==> src/rtl/spi_reg_bank.sv <==
// Command/register stage behind spi_slave: decodes address/data frames, holds the
// register bank and supplies read data back to the shifter on tx_byte_o.
module spi_reg_bank #(
    parameter int unsigned NUM_REGS  = 16,
    parameter logic [7:0]  DEVICE_ID = 8'hA7,
    parameter logic [7:0]  IDLE_BYTE = 8'h0A
) (
    input  logic                  clk,
    input  logic                  rst_n,
    input  logic                  cs_n_i,
    input  logic [7:0]            rx_byte_i,
    input  logic                  rx_valid_i,
    output logic [7:0]            tx_byte_o,
    output logic                  wr_strobe_o,
    output logic [6:0]            wr_addr_o,
    output logic [7:0]            wr_data_o,
    output logic                  addr_err_o,
    output logic [NUM_REGS*8-1:0] regs_flat_o
);

    typedef enum logic [1:0] {StCmd, StWrite, StRead} state_e;

    state_e     state_q, state_d;
    logic [6:0] ptr_q, ptr_d;
    logic [7:0] tx_q, tx_d;
    logic       wr_strobe_q, wr_strobe_d;
    logic [6:0] wr_addr_q, wr_addr_d;
    logic [7:0] wr_data_q, wr_data_d;
    logic       addr_err_q, addr_err_d;
    logic       wr_en;

    // Register 0 is the constant device ID, so only 1..NUM_REGS-1 are storage.
    logic [7:0] bank_q [1:NUM_REGS-1];

    logic       cs_meta_q, cs_sync_q, cs_prev_q;
    logic       cs_edge;
    logic [6:0] ptr_inc;
    logic [7:0] rd_cmd, rd_next;
    logic       ptr_in_range;

    // cs_n is asynchronous to clk: two-flop synchronizer, third flop for edges.
    always_ff @(posedge clk or negedge rst_n) begin
        if (!rst_n) begin
            cs_meta_q <= 1'b1;
            cs_sync_q <= 1'b1;
            cs_prev_q <= 1'b1;
        end else begin
            cs_meta_q <= cs_n_i;
            cs_sync_q <= cs_meta_q;
            cs_prev_q <= cs_sync_q;
        end
    end

    assign cs_edge      = cs_sync_q ^ cs_prev_q;
    assign ptr_inc      = ptr_q + 7'd1;
    assign ptr_in_range = {1'b0, ptr_q} < 8'(NUM_REGS);

    // Read muxes: command address (first read byte) and post-increment pointer.
    always_comb begin
        rd_cmd  = 8'h00;
        rd_next = 8'h00;
        if (rx_byte_i[6:0] == 7'd0) begin
            rd_cmd = DEVICE_ID;
        end
        if (ptr_inc == 7'd0) begin
            rd_next = DEVICE_ID;
        end
        for (int i = 1; i < NUM_REGS; i++) begin
            if (rx_byte_i[6:0] == 7'(i)) begin
                rd_cmd = bank_q[i];
            end
            if (ptr_inc == 7'(i)) begin
                rd_next = bank_q[i];
            end
        end
    end

    always_comb begin
        state_d     = state_q;
        ptr_d       = ptr_q;
        tx_d        = tx_q;
        wr_strobe_d = 1'b0;
        wr_addr_d   = wr_addr_q;
        wr_data_d   = wr_data_q;
        addr_err_d  = 1'b0;
        wr_en       = 1'b0;

        if (rx_valid_i) begin
            unique case (state_q)
                StCmd: begin
                    ptr_d = rx_byte_i[6:0];
                    if (rx_byte_i[7]) begin
                        state_d = StRead;
                        tx_d    = rd_cmd;
                    end else begin
                        state_d = StWrite;
                    end
                end
                StWrite: begin
                    if (ptr_in_range && (ptr_q != 7'd0)) begin
                        wr_en       = 1'b1;
                        wr_strobe_d = 1'b1;
                        wr_addr_d   = ptr_q;
                        wr_data_d   = rx_byte_i;
                    end else begin
                        addr_err_d = 1'b1;
                    end
                    ptr_d = ptr_inc;
                end
                StRead: begin
                    addr_err_d = !ptr_in_range;
                    ptr_d      = ptr_inc;
                    tx_d       = rd_next;
                end
                default: begin
                    state_d = StCmd;
                end
            endcase
        end

        // A chip-select edge ends the frame; it overrides any read preload.
        if (cs_edge) begin
            state_d = StCmd;
            tx_d    = IDLE_BYTE;
        end
    end

    always_ff @(posedge clk or negedge rst_n) begin
        if (!rst_n) begin
            state_q     <= StCmd;
            ptr_q       <= 7'd0;
            tx_q        <= IDLE_BYTE;
            wr_strobe_q <= 1'b0;
            wr_addr_q   <= 7'd0;
            wr_data_q   <= 8'h00;
            addr_err_q  <= 1'b0;
        end else begin
            state_q     <= state_d;
            ptr_q       <= ptr_d;
            tx_q        <= tx_d;
            wr_strobe_q <= wr_strobe_d;
            wr_addr_q   <= wr_addr_d;
            wr_data_q   <= wr_data_d;
            addr_err_q  <= addr_err_d;
        end
    end

    always_ff @(posedge clk or negedge rst_n) begin
        if (!rst_n) begin
            for (int i = 1; i < NUM_REGS; i++) begin
                bank_q[i] <= 8'h00;
            end
        end else if (wr_en) begin
            for (int i = 1; i < NUM_REGS; i++) begin
                if (ptr_q == 7'(i)) begin
                    bank_q[i] <= rx_byte_i;
                end
            end
        end
    end

    always_comb begin
        regs_flat_o[7:0] = DEVICE_ID;
        for (int i = 1; i < NUM_REGS; i++) begin
            regs_flat_o[8*i +: 8] = bank_q[i];
        end
    end

    assign tx_byte_o   = tx_q;
    assign wr_strobe_o = wr_strobe_q;
    assign wr_addr_o   = wr_addr_q;
    assign wr_data_o   = wr_data_q;
    assign addr_err_o  = addr_err_q;

endmodule
==> config.mk <==
export PLATFORM = sky130hd
export DESIGN_NAME = spi_reg_bank
export DESIGN_NICKNAME = d
export VERILOG_FILES = /design/src/rtl/spi_reg_bank.sv
export SDC_FILE = /design/constraint.sdc
export NUM_CORES = 1
export LEC_CHECK = 0
export ABC_AREA = 1
export ABC_CLOCK_PERIOD_IN_PS = 3300
export CAP_MARGIN = 40
export CORE_ASPECT_RATIO = 0.9
export CORE_UTILIZATION = 53
export CTS_BUF_LIST = sky130_fd_sc_hd__clkbuf_16
export CTS_CLUSTER_DIAMETER = 200
export DETAILED_ROUTE_END_ITERATION = 6
export GPL_TIMING_DRIVEN = 0
export PLACE_DENSITY = 0.78
export SLEW_MARGIN = 20
export SYNTH_ARGS = -nofsm -noshare
export SYNTH_HDL_FRONTEND = slang
export SYNTH_SLANG_ARGS = --single-unit
==> constraint.sdc <==
create_clock -name clk -period 3.3 [get_ports clk]
set_input_delay 0.33 -clock clk [delete_from_list [all_inputs] [get_ports clk]]
set_output_delay 0.33 -clock clk [all_outputs]
set_load 0.01 [all_outputs]
=== Word-level counts from Yosys, hierarchy flattened ===
Index checks and enable logic that the tools add are counted.
Widths: inputs -> output; s select.

* Register bits after elaboration: 157
* Latch bits: 0
* Bits in writable memories: 0
* Memory bits (read-only): 0
* Output and inout bits: 153
* Memories: 0

* $add $sub $neg: 1
* Multipliers: 0
* Div/mod/pow operators: 0
* Magnitude comparators: 1
* Eq/ne operators: 49
* Shift-type cells: 0
* Muxes and demuxes: 47
* Bitwise gates (word level): 1
* Reductions and logical operators: 29

{| class="wikitable"
|+ Operators with widths
! operator !! count
|-
| $mux 8 || 35
|-
| $eq 7x4->1 const B || 24
|-
| $eq 7x3->1 const B || 12
|-
| $eq 7x2->1 const B || 6
|-
| $reduce_and 2->1 || 17
|-
| $eq 7x1->1 const B || 3
|-
| $pmux 8 s2 || 1
|-
| $logic_not 7->1 || 2
|-
| $pmux 7 s2 || 1
|-
| $add 7x1->7 const B || 1
|-
| $lt 7x5->1 const B || 1
|-
| $reduce_bool 7->1 || 1
|-
| $mux 2 || 3
|-
| $reduce_and 3->1 || 2
|-
| $mux 1 || 5
|-
| $pmux 2 s2 || 1
|-
| $reduce_bool 2->1 || 2
|-
| $ne 3x3->1 const B || 1
|-
| $reduce_bool 3->1 || 1
|-
| $eq 2x1->1 const B || 1
|-
| $eq 2x2->1 const B || 1
|-
| $logic_not 2->1 || 1
|-
| $ne 2x1->1 const B || 1
|-
| $pmux 1 s2 || 1
|-
| other kinds (4) || 4
|}

=== Longest topological paths before layout ===
Gate-level depths: netlist of the first run.

* Word-level depth: 21
* Gate-level depth with buffers: 28
* Mapped depth without buffers: 27

=== Least setup slack after synthesis of the first run ===
No wires, ideal clock.

* Path type: register to register
* From: reg ptr_q[0]
* To: reg tx_q[1] (netlist: tx_byte_o[1])
* Setup time: 0.068 ns
* Data arrival time: 2.468 ns
* Path slack: 0.764 ns
* Stages on the path, launching flop included: 28
* Cells stage by stage: dfrtp_1 -> ha_1 -> inv_1 -> nand2_1 -> nand2_1 -> inv_1 -> nand2_1 -> nor2_1 -> nand2_2 -> inv_2 -> nand2_1 -> nand2_1 -> inv_1 -> nand3_1 -> nand3_1 -> nand3_1 -> nand2_1 -> nand3_1 -> nand3_1 -> nand2_1 -> nand2_1 -> nand3_1 -> nand2_1 -> nand2_1 -> nand2_1 -> nand2_1 -> nand2_1 -> a21oi_2

* Longest elaborated chain between the ends: 21
* Elaborated cells on any way between the ends: 36
* Those cells by class: add/sub: 1; eq/ne: 15; mux: 19; reduce/logical: 1

{| class="wikitable"
|+ RTL lines
! element !! RTL line !! text
|-
| start, declared || 24 || <nowiki>logic [6:0] ptr_q, ptr_d;</nowiki>
|-
| start signal, assigned || 139 || <nowiki>ptr_q <= ptr_d;</nowiki>
|-
| $add 7x1->7 (*) || 55 || <nowiki>assign ptr_inc = ptr_q + 7'd1;</nowiki>
|-
| $logic_not 7->1 || 65 || <nowiki>if (ptr_inc == 7'd0) begin</nowiki>
|-
| $mux 8 || 65 ||
|-
| $mux 8 (14 in series) || 72 || <nowiki>if (ptr_inc == 7'(i)) begin</nowiki>
|-
| $mux 8 (*) || 72 ||
|-
| $pmux 8 s2 (*) || 89 || <nowiki>unique case (state_q)</nowiki>
|-
| $mux 8 (*) || 88 || <nowiki>if (rx_valid_i) begin</nowiki>
|-
| $mux 8 (*) || 122 || <nowiki>if (cs_edge) begin</nowiki>
|-
| end signal, assigned || 140 || <nowiki>tx_q <= tx_d;</nowiki>
|-
| end, declared || 25 || <nowiki>logic [7:0] tx_q, tx_d;</nowiki>
|}

Every way passes the cells marked *; elsewhere a longest branch is shown, timed or not. The select of a mux whose other input is x is not followed.
A chain may end at the register's enable or synchronous reset.

=== Worst setup path after layout of the first run ===
* From: in rx_byte_i[4]
* To: reg tx_q[4] (netlist: tx_byte_o[4])

* Longest elaborated chain between the ends: 20
* Elaborated cells on any way between the ends: 34
* Those cells by class: eq/ne: 15; mux: 19

{| class="wikitable"
|+ RTL lines
! element !! RTL line !! text
|-
| start, declared || 11 || <nowiki>input logic [7:0] rx_byte_i,</nowiki>
|-
| $eq 7x1->1 || 69 || <nowiki>if (rx_byte_i[6:0] == 7'(i)) begin</nowiki>
|-
| $mux 8 (14 in series) || 69 ||
|-
| $mux 8 (*) || 69 ||
|-
| $mux 8 (*) || 92 || <nowiki>if (rx_byte_i[7]) begin</nowiki>
|-
| $pmux 8 s2 (*) || 89 ||
|-
| $mux 8 (*) || 88 ||
|-
| $mux 8 (*) || 122 ||
|}

Marks and branches as above.

==> flow_metrics.py, run 1 <==
metrics = {
    "setup_path": {
        "critical_path_required_ns": 3.63,
        "crit_fanout": 8,
        "r2r_start": "ptr_q[1]",
        "crit_type": "input pin to flip-flop",
        "cp-start-kind": "input pin",
        "rrSetupSlack_ns": 0.18,
        "r2r_end": "tx_byte_o[4]",
        "rr_worst_depth": 25,
        "startpoint": "rx_byte_i[4]",
        "cp.arrival_ns": 3.47,
        "critPathCapture": "tx_byte_o[4]",
        "endpoint_kind": "flip-flop",
    },
    "final_layout": {
        "mostFrequentLayoutCells": "nand2_1 (395), o21ai_0 (194), clkdlybuf4s50_1 (153), dfrtp_1 (150), inv_1 (113)",
        "syn_to_final_growth_pct": 29.73,
        "final_nets": 1389,
        "final_core_utilization_pct": 71.22,
        "layout_commonest_cell": "nand2_1",
        "diodes": 0,
        "fin_cells": 1582,
        "layout-drive-gt1-share_pct": 7.681,
        "design_area_um2": 11110,
    },
    "logic_synthesis": {
        "synth_area_leader_cell": "dfrtp_1",
        "synth-main-ff-cell": "dfrtp_1",
        "syn_avg_cell_area_um2": 7.265,
        "synth-edff-count": 0,
        "yosysSeqAreaShare_pct": 45.94,
        "synth_top_area_share_pct": 44.41,
        "syn_area_um2": 8566,
        "synth_area_leaders": "dfrtp_1 (44%), nand2_1 (17%), o21ai_0 (11%), inv_1 (5.1%), nand3_1 (3.3%)",
        "yosysWarnings": 0,
        "ys_seq_elements": 157,
        "syn-instance-count": 1179,
        "synth_async_sr_flop_share_pct": 100.0,
        "ys_types": 38,
    },
    "sta": {
        "fin_crit_ns": 3.147,
        "finalSetupViolations": 0,
        "worst-slew-pin-transition_ns": 0.9273,
        "fmax_mhz": 317.7,
        "finalCritPeriodShare_pct": 95.37,
        "slew_violations": 0,
        "holdWs_ns": 0.3077,
        "skew_ns": 0.009304,
        "slew_headroom_pct": 38.18,
        "finalHoldViolations": 0,
    },
    "die": {
        "fp.dieW_um": 136.0,
        "start_util_pct": 54.90,
        "core-area_um2": 15600,
        "rows": 43,
        "io_pins": 165,
        "dieArea_um2": 16670,
        "die_h_um": 122.6,
    },
    "place": {
        "placed_area_um2": 10430,
        "dp_cells": 1543,
        "gp_congestion": 0.9396,
        "dpl.hpwl_mm": 22.30,
        "portBuffers": 154,
    },
    "clock_network": {
        "cts_tree": "yes",
        "cts.sinks": 157,
        "ctsLongestPathBuffers": 2,
        "cts_root_buf": "clkbuf_16",
        "path_clk_slew_ns": 0.06,
        "clk_latency_ns": 0.44,
        "cts_buffers": 17,
        "cts-htree-levels": 4,
    },
    "min_path": {
        "hp-class": "input pin to flip-flop",
        "min_from": "cs_n_i",
        "whs_path_depth": 1,
    },
    "run": {
        "maxCapViolations": 0,
    },
    "status": {
        "status": "finished, final reports clean",
    },
    "power_and_ir_drop": {
        "p_total_w": 0.005188,
        "ir_drop_mv": 0.5437,
        "powerDensity_nw_per_um2": 466.9,
        "leakage_nw": 4.981,
    },
    "detailed_routing": {
        "num_vias": 9158,
        "drt_wl_total_mm": 31.03,
        "vias_per_cell": 5.789,
        "remaining_drc_errors": 0,
        "dr.pass1.iters": 7,
        "wl_per_cell_um": 19.62,
        "first_iter_violations": 1059,
        "antenna_left": 0,
    },
    "global_route": {
        "grt_max_degree": 91,
        "grt_pass1_wl_mm": 46.61,
        "grt.overflow.total": 0,
        "grt_usage_pct": 38.03,
        "antenna_found_initial": 1,
        "grt_pass1_vias": 8157,
    },
}
-- cell families (layout without fill, tap and decap cells) --
logic type | count (synthesis) | count (layout) | synth area share, %
AO/OA/AOI/OAI | 265 | 265 | 16.75
adder cells (fa/ha/maj) | 10 | 10 | 1.461
flip-flops | 157 | 157 | 45.94
buffers and inverters | 174 | 369 | 8.136
other | 2 | 8 | 0.08768
AND/OR/NAND/NOR | 569 | 569 | 27.42
XOR/XNOR | 2 | 2 | 0.2045
-- worst max-delay path, cell delays in order --
cell and delay (ns):
clkdlybuf4s50_1 0.53, inv_4 0.19, nand3_2 0.17, nor2_1 0.13
inv_1 0.14, nor2_4 0.25, inv_1 0.10, o21ai_2 0.22
o2111ai_1 0.17, a21oi_1 0.19, nand3_1 0.13, a221oi_2 0.25
o2111ai_1 0.25, a21oi_1 0.19, a21oi_1 0.08, nand2_1 0.09
nand2_1 0.05
-- synthesized netlist by cell type (8+ instances only) --
master	number
nand2_1	397
o21ai_0	196
dfrtp_1	152
inv_1	117
nor2_1	60
nand3_1	56
clkbuf_1	36
a21oi_1	25
nand4_1	14
nor3_1	14
ha_1	10
o2111ai_1	9
a221oi_1	8
buf_4	8
o22ai_1	8
-- registers in the layout, summed over array words and instances, names as in the netlist --
| name | count |
|---|---|
| wr_strobe_o | 1 |
| cs_prev_q | 1 |
| ptr_q | 7 |
| wr_addr_o | 7 |
| tx_byte_o | 8 |
| wr_data_o | 8 |
| state_q | 2 |
| regs_flat_o | 120 |
| cs_sync_q | 1 |
| cs_meta_q | 1 |
| addr_err_o | 1 |
-- area by class of cell --
cell class                      count  area [um2]
Sequential cell                   157        3938
Tap cell                          202       252.7
Buffer                             50       232.7
Fill cell                        1324        4491
Multi-Input combinational cell    854        4031
Clock inverter                     15       113.9
Clock buffer                       17       425.4
Inverter                          124       478.0
Timing Repair Buffer              163        1640
-- where the power goes --
| group | switching [W] | internal [W] |
|---|---|---|
| clock | 0.000884 | 0.000970 |
| combinational | 0.000723 | 0.000443 |
| sequential | 0.000108 | 0.00206 |
| total | 0.00171 | 0.00347 |
-- worst min path at each step --
stage	end	slack, ns
detailed placement	cs_sync_q	0.35
global placement	cs_sync_q	0.35
finish	cs_meta_q	0.31
floorplan	addr_err_o	0.03
global route	cs_meta_q	0.30
CTS	cs_meta_q	0.30
-- layer usage --
metal	GRT usage, %	wire length (um)	vias up
met5	0	0	-
met2	55.62	13540	567
met1	55.77	13500	4336
met4	9.583	427	0
met3	9.913	3554	41
li1	-	-	4214
-- per-stage QoR --
step / setup WS, ns / TNS, ns
2_1_floorplan: 0.7640 / 0
3_3_place_gp: -4.287 / -665.06
3_5_place_dp: -1.087 / -3.576
4_1_cts: 0.007081 / 0
5_1_grt: -0.03470 / -0.04144
6_report: 0.1527 / 0
-- repair_timing --
action | CTS | global route
hold endpoints to repair | 86 | 0
pin swaps | 0 | 4
resized for setup | 7 | 22
hold buffers | 1 | 0
endpoints found under the setup margin | 2 | 8
buffers inserted | 0 | 6
(Power assumes the default switching activity.)
==> run 2, diff against run 1 <==
--- a/config.mk
+++ b/config.mk
@@ -14,7 +14,7 @@
 export CTS_CLUSTER_DIAMETER = 200
 export DETAILED_ROUTE_END_ITERATION = 6
 export GPL_TIMING_DRIVEN = 0
-export PLACE_DENSITY = 0.78
+export PLACE_DENSITY = 0.91
 export SLEW_MARGIN = 20
 export SYNTH_ARGS = -nofsm -noshare
 export SYNTH_HDL_FRONTEND = slang
==> flow_metrics.py, run 2 (synthesis gave the netlist of run 1 again) <==
metrics = {
    "status": {
        "status": "finished, final reports clean",
    },
    "final_layout": {
        "diodes": 0,
        "mostFrequentLayoutCells": "nand2_1 (395), o21ai_0 (193), clkdlybuf4s50_1 (152), dfrtp_1 (150), inv_1 (111)",
        "final_nets": 1392,
        "largest_reg_flops": 120,
        "fin_cells": 1584,
        "layout-drive-gt1-share_pct": 8.177,
        "layout_commonest_cell": "nand2_1",
        "syn_to_final_growth_pct": 30.53,
        "nFillCells": 1280,
        "design_area_um2": 11180,
    },
    "setup_path": {
        "critical_path_required_ns": 3.62,
        "cp-start-kind": "input pin",
        "crit_path_top_delay_cell": "clkdlybuf4s50_1",
        "crit_type": "input pin to flip-flop",
        "path_delay_family": "compound AO/OA/AOI/OAI gates",
        "crit_fanout": 8,
        "worst-path-buf-inv": 3,
        "max_stage_delay_ns": 0.58,
        "cp.depth": 18,
        "cp.arrival_ns": 3.49,
        "path_cells": "clkdlybuf4s50_1 -> clkinvlp_4 -> nand3_2 -> nor2_1 -> inv_1 -> nor2_1 -> a221oi_2 -> o21ai_0 -> a21oi_1 -> nand3_1 -> a21oi_1 -> nand2_1 -> a21oi_1 -> nand3_1 -> a21oi_2 -> a31oi_1 -> nand2_1 -> nand2_1",
        "rr_worst_depth": 25,
        "endpoint_kind": "flip-flop",
    },
    "global_route": {
        "grt-busiest-layer": "met2",
        "grt.overflow.total": 0,
        "grt_max_degree": 92,
        "use_met3_pct": 10.49,
        "grt_usage_pct": 36.80,
        "grtUsageMet1_pct": 52.67,
        "antenna_found_initial": 1,
        "grt_pass1_vias": 8315,
        "grt_pass1_wl_mm": 45.78,
        "met2_usage_pct": 52.86,
    },
    "sta": {
        "setup_tns_ns": 0,
        "finalCritPeriodShare_pct": 95.93,
        "fmax_mhz": 315.9,
        "rsz0062_at_grt": "true",
        "fin_crit_ns": 3.166,
        "slew_headroom_pct": 40.78,
        "finalWorstSetupSlack_ns": 0.1344,
        "finalSetupViolations": 0,
        "worst-slew-pin-transition_ns": 0.8883,
        "finalHoldViolations": 0,
        "slew_violations": 0,
        "skew_ns": 0.009447,
    },
    "power_and_ir_drop": {
        "p_int_w": 0.003624,
        "power_frac_comb_pct": 22.4,
        "p_sw_share_pct": 31.49,
        "powerDensity_nw_per_um2": 473.2,
        "seq_power_share_pct": 41.1,
        "leakage_nw": 5.009,
        "clockPowerShare_pct": 36.5,
        "switchingPower_w": 0.001666,
        "p_total_w": 0.005290,
        "ir_drop_mv": 0.5706,
    },
    "detailed_routing": {
        "antenna_left": 0,
        "remaining_drc_errors": 0,
        "num_vias": 9312,
        "wl_per_cell_um": 19.11,
        "first_iter_violations": 1087,
        "drt_wl_total_mm": 30.27,
        "dr.pass1.iters": 6,
        "vias_per_cell": 5.879,
    },
    "place": {
        "dp_slack_ns": -0.9017,
        "placed_area_um2": 10420,
        "dp_cells": 1542,
        "portBuffers": 154,
        "dpl.hpwl_mm": 21.88,
        "gp_congestion": 0.9824,
    },
    "die": {
        "die_h_um": 122.6,
        "fp.dieW_um": 136.0,
        "start_util_pct": 54.90,
        "io_pins": 165,
        "rows": 43,
        "dieArea_um2": 16670,
        "core-area_um2": 15600,
    },
    "clock_network": {
        "cts.sinks": 157,
        "cts_buffers": 17,
        "cts_tree": "yes",
        "clk_latency_ns": 0.44,
        "ctsLongestPathBuffers": 2,
        "path_clk_slew_ns": 0.06,
        "cts_root_buf": "clkbuf_16",
        "cts-htree-levels": 4,
    },
    "run": {
        "maxCapViolations": 0,
    },
    "min_path": {
        "whs_path_depth": 1,
        "hp-class": "input pin to flip-flop",
    },
}
==> run 2: what timing repair did <==
item | 4_1_cts | 5_1_grt
endpoints found under the setup margin | 2 | 8
hold endpoints to repair | 61 | 0
hold buffers | 1 | 0
gates resized for setup | 7 | 26
buffers inserted | 0 | 7
pin swaps | 0 | 4
==> run 2: routing by layer <==
metal  part of all wire, %  wire (um)
met4                   2.4        735
met1                    41      12450
met5                     0          0
met3                    12       3746
met2                    44      13340
==> run 2: stage by stage <==
step / hold WS [ns] / util [%]
2_1_floorplan: 0.03441 / -
3_3_place_gp: 0.3490 / 66.54
3_5_place_dp: 0.3044 / 66.75
4_1_cts: 0.3418 / 70.57
5_1_grt: 0.3414 / 71.66
6_report: 0.3438 / 71.66
==> run 2: area by class of cell <==
| cell class | instances | area [um2] | share of cell area [%] |
|---|---|---|---|
| plain buffers | 50 | 234.0 | 2.093 |
| clock buffers | 17 | 425.4 | 3.805 |
| clock inverters | 14 | 143.9 | 1.287 |
| inverters | 124 | 473.0 | 4.230 |
| multi-input cells | 854 | 4041 | 36.15 |
| flip-flops and latches | 157 | 3938 | 35.22 |
| well taps | 202 | 252.7 | 2.261 |
| repair buffers | 166 | 1673 | 14.96 |
==> run 2: worst paths after layout <==
kind | start | end | slack (ns)
max | rx_byte_i[4] | tx_byte_o[2] | 0.13
min | cs_n_i | cs_meta_q | 0.34
max reg2reg | ptr_q[3] | tx_byte_o[5] | 0.19
min reg2reg | cs_meta_q | cs_sync_q | 0.37
max in group asynchronous | rst_n | regs_flat_o[40] | 2.04
min in group asynchronous | rst_n | tx_byte_o[2] | 0.43
==> run 2: power by group through the flow <==
stage / logic (W) / registers (W) / clock network, W
floorplan: 0.000573 / 0.00223 / 0
detailed placement: 0.00110 / 0.00220 / 0
CTS: 0.00111 / 0.00217 / 0.00193
global route: 0.00129 / 0.00218 / 0.00200
global placement: 0.00107 / 0.00220 / 0
finish: 0.00118 / 0.00217 / 0.00193
==> run 3, diff against run 2 <==
--- a/config.mk
+++ b/config.mk
@@ -15,7 +15,6 @@
 export DETAILED_ROUTE_END_ITERATION = 6
 export GPL_TIMING_DRIVEN = 0
 export PLACE_DENSITY = 0.91
-export SLEW_MARGIN = 20
 export SYNTH_ARGS = -nofsm -noshare
 export SYNTH_HDL_FRONTEND = slang
 export SYNTH_SLANG_ARGS = --single-unit
==> flow_metrics.py, run 3 (synthesis gave the netlist of run 1 again) <==
metrics = {
    "clock_network": {
        "ctsLongestPathBuffers": 2,
        "cts.sinks": 157,
        "clk_latency_ns": 0.44,
        "cts_root_buf": "clkbuf_16",
        "cts_tree": "yes",
        "cts_buffers": 17,
        "path_clk_slew_ns": 0.06,
        "cts-htree-levels": 4,
    },
    "global_route": {
        "antenna_found_initial": 0,
        "grt_pass1_wl_mm": 45.81,
        "grt_max_degree": 92,
        "grt.overflow.total": 0,
        "grt_pass1_vias": 8234,
        "grt_usage_pct": 36.80,
    },
    "final_layout": {
        "mostFrequentLayoutCells": "nand2_1 (396), o21ai_0 (193), clkdlybuf4s50_1 (152), dfrtp_1 (150), inv_1 (112)",
        "layout_commonest_cell": "nand2_1",
        "largest_reg_flops": 120,
        "design_area_um2": 11140,
        "final_nets": 1393,
        "syn_to_final_growth_pct": 30.00,
        "layout-drive-gt1-share_pct": 7.809,
        "diodes": 0,
    },
    "detailed_routing": {
        "wl_per_cell_um": 19.17,
        "remaining_drc_errors": 0,
        "dr.pass1.iters": 6,
        "num_vias": 9367,
        "vias_per_cell": 5.910,
        "drt_wl_total_mm": 30.38,
        "first_iter_violations": 1028,
        "antenna_left": 0,
    },
    "die": {
        "io_pins": 165,
        "fp.dieW_um": 136.0,
        "die_h_um": 122.6,
        "dieArea_um2": 16670,
        "core-area_um2": 15600,
        "start_util_pct": 54.90,
        "rows": 43,
    },
    "setup_path": {
        "crit_path_top_delay_cell": "clkdlybuf4s50_1",
        "startpoint": "rx_byte_i[4]",
        "max_stage_delay_ns": 0.58,
        "r2r_start": "ptr_q[1]",
        "path_delay_family": "compound AO/OA/AOI/OAI gates",
        "path_cells": "clkdlybuf4s50_1 -> clkinvlp_4 -> nand3_2 -> nor2_1 -> inv_1 -> nor2_4 -> a221oi_2 -> o21ai_0 -> a21oi_1 -> nand3_1 -> a21oi_1 -> nand2_1 -> a21oi_1 -> nand3_1 -> a21oi_1 -> a31oi_1 -> nand2_1 -> nand2_1",
        "crit_type": "input pin to flip-flop",
        "rrSetupSlack_ns": 0.18,
        "worst-path-buf-inv": 3,
        "critical_path_required_ns": 3.62,
        "endpoint_kind": "flip-flop",
        "crit_fanout": 8,
        "cp.arrival_ns": 3.49,
        "cp-start-kind": "input pin",
        "crit_top_cell": "a21oi_1",
    },
    "power_and_ir_drop": {
        "power_frac_comb_pct": 22.7,
        "p_sw_share_pct": 31.94,
        "seq_power_share_pct": 41.6,
        "switchingPower_w": 0.001665,
        "clockPowerShare_pct": 35.6,
        "p_int_w": 0.003547,
        "powerDensity_nw_per_um2": 468.0,
        "p_total_w": 0.005211,
        "ir_drop_mv": 0.4262,
        "leakage_nw": 5.000,
    },
    "status": {
        "status": "finished, final reports clean",
    },
    "min_path": {
        "hp-class": "input pin to flip-flop",
        "min_from": "cs_n_i",
    },
    "sta": {
        "fmax_mhz": 315.4,
        "slew_violations": 0,
        "finalHoldViolations": 0,
        "worst-slew-pin-transition_ns": 0.9137,
        "finalSetupViolations": 0,
        "finalCritPeriodShare_pct": 96.08,
        "slew_headroom_pct": 39.09,
        "fin_crit_ns": 3.170,
        "holdWs_ns": 0.3107,
        "skew_ns": 0.01145,
    },
    "run": {
        "maxCapViolations": 0,
    },
    "place": {
        "gp_congestion": 0.9824,
        "placed_area_um2": 10410,
        "portBuffers": 154,
        "dpl.hpwl_mm": 21.91,
    },
}
-- run 3: timing repair --
| action | 4_1_cts | 5_1_grt |
|---|---|---|
| pin swaps | 0 | 3 |
| endpoints found under the setup margin | 1 | 8 |
| setup buffers | 0 | 11 |
| hold endpoints to repair | 61 | 0 |
| resized for setup | 6 | 22 |
| hold buffers | 1 | 0 |
-- run 3: final cells by class --
| type | instances | area, um2 |
|---|---|---|
| timing repair buffer | 167 | 1665 |
| clock buffer | 17 | 425.4 |
| clock inverter | 14 | 120.1 |
| fill | 1302 | 4467 |
| tap | 202 | 252.7 |
| inverter | 124 | 476.7 |
| buffer | 50 | 231.5 |
| sequential | 157 | 3938 |
| multi-input combinational | 854 | 4026 |
-- run 3: metal layers --
metal  vias up  GRT usage, %  wire (um)
li1       4218             -          -
met1      4439         53.48      12540
met2       633         53.97      13380
met3        77         9.170       3713
met4         0         11.18        739
met5         -             0          0
-- run 3: stage by stage --
step	cells	setup slack [ns]	TNS (ns)	utilization (%)
finish	1585	0.1295	0	71.37
global route	1585	-0.05500	-0.2611	71.37
CTS	1574	0.0007798	0	70.38
detailed placement	1542	-0.9405	-2.975	66.73
global placement	1541	-4.124	-638.42	66.54
floorplan	1185	0.7640	0	-
-- run 3: final timing paths --
| kind | endpoint | cells past startpoint |
|---|---|---|
| max in group asynchronous | regs_flat_o[57] | 3 |
| worst min-delay path | cs_meta_q | 1 |
| min in group asynchronous | tx_byte_o[2] | 2 |
| worst max-delay path | tx_byte_o[2] | 18 |
| worst min register to register | cs_sync_q | 0 |
| worst max register to register | tx_byte_o[7] | 23 |
-- run 3: power groups by stage --
stage | clock, W | combinational [W] | sequential, W
2_1_floorplan | 0 | 0.000573 | 0.00223
3_3_place_gp | 0 | 0.00107 | 0.00220
3_5_place_dp | 0 | 0.00109 | 0.00220
4_1_cts | 0.00185 | 0.00111 | 0.00217
5_1_grt | 0.00193 | 0.00129 | 0.00218
6_report | 0.00186 | 0.00118 | 0.00217
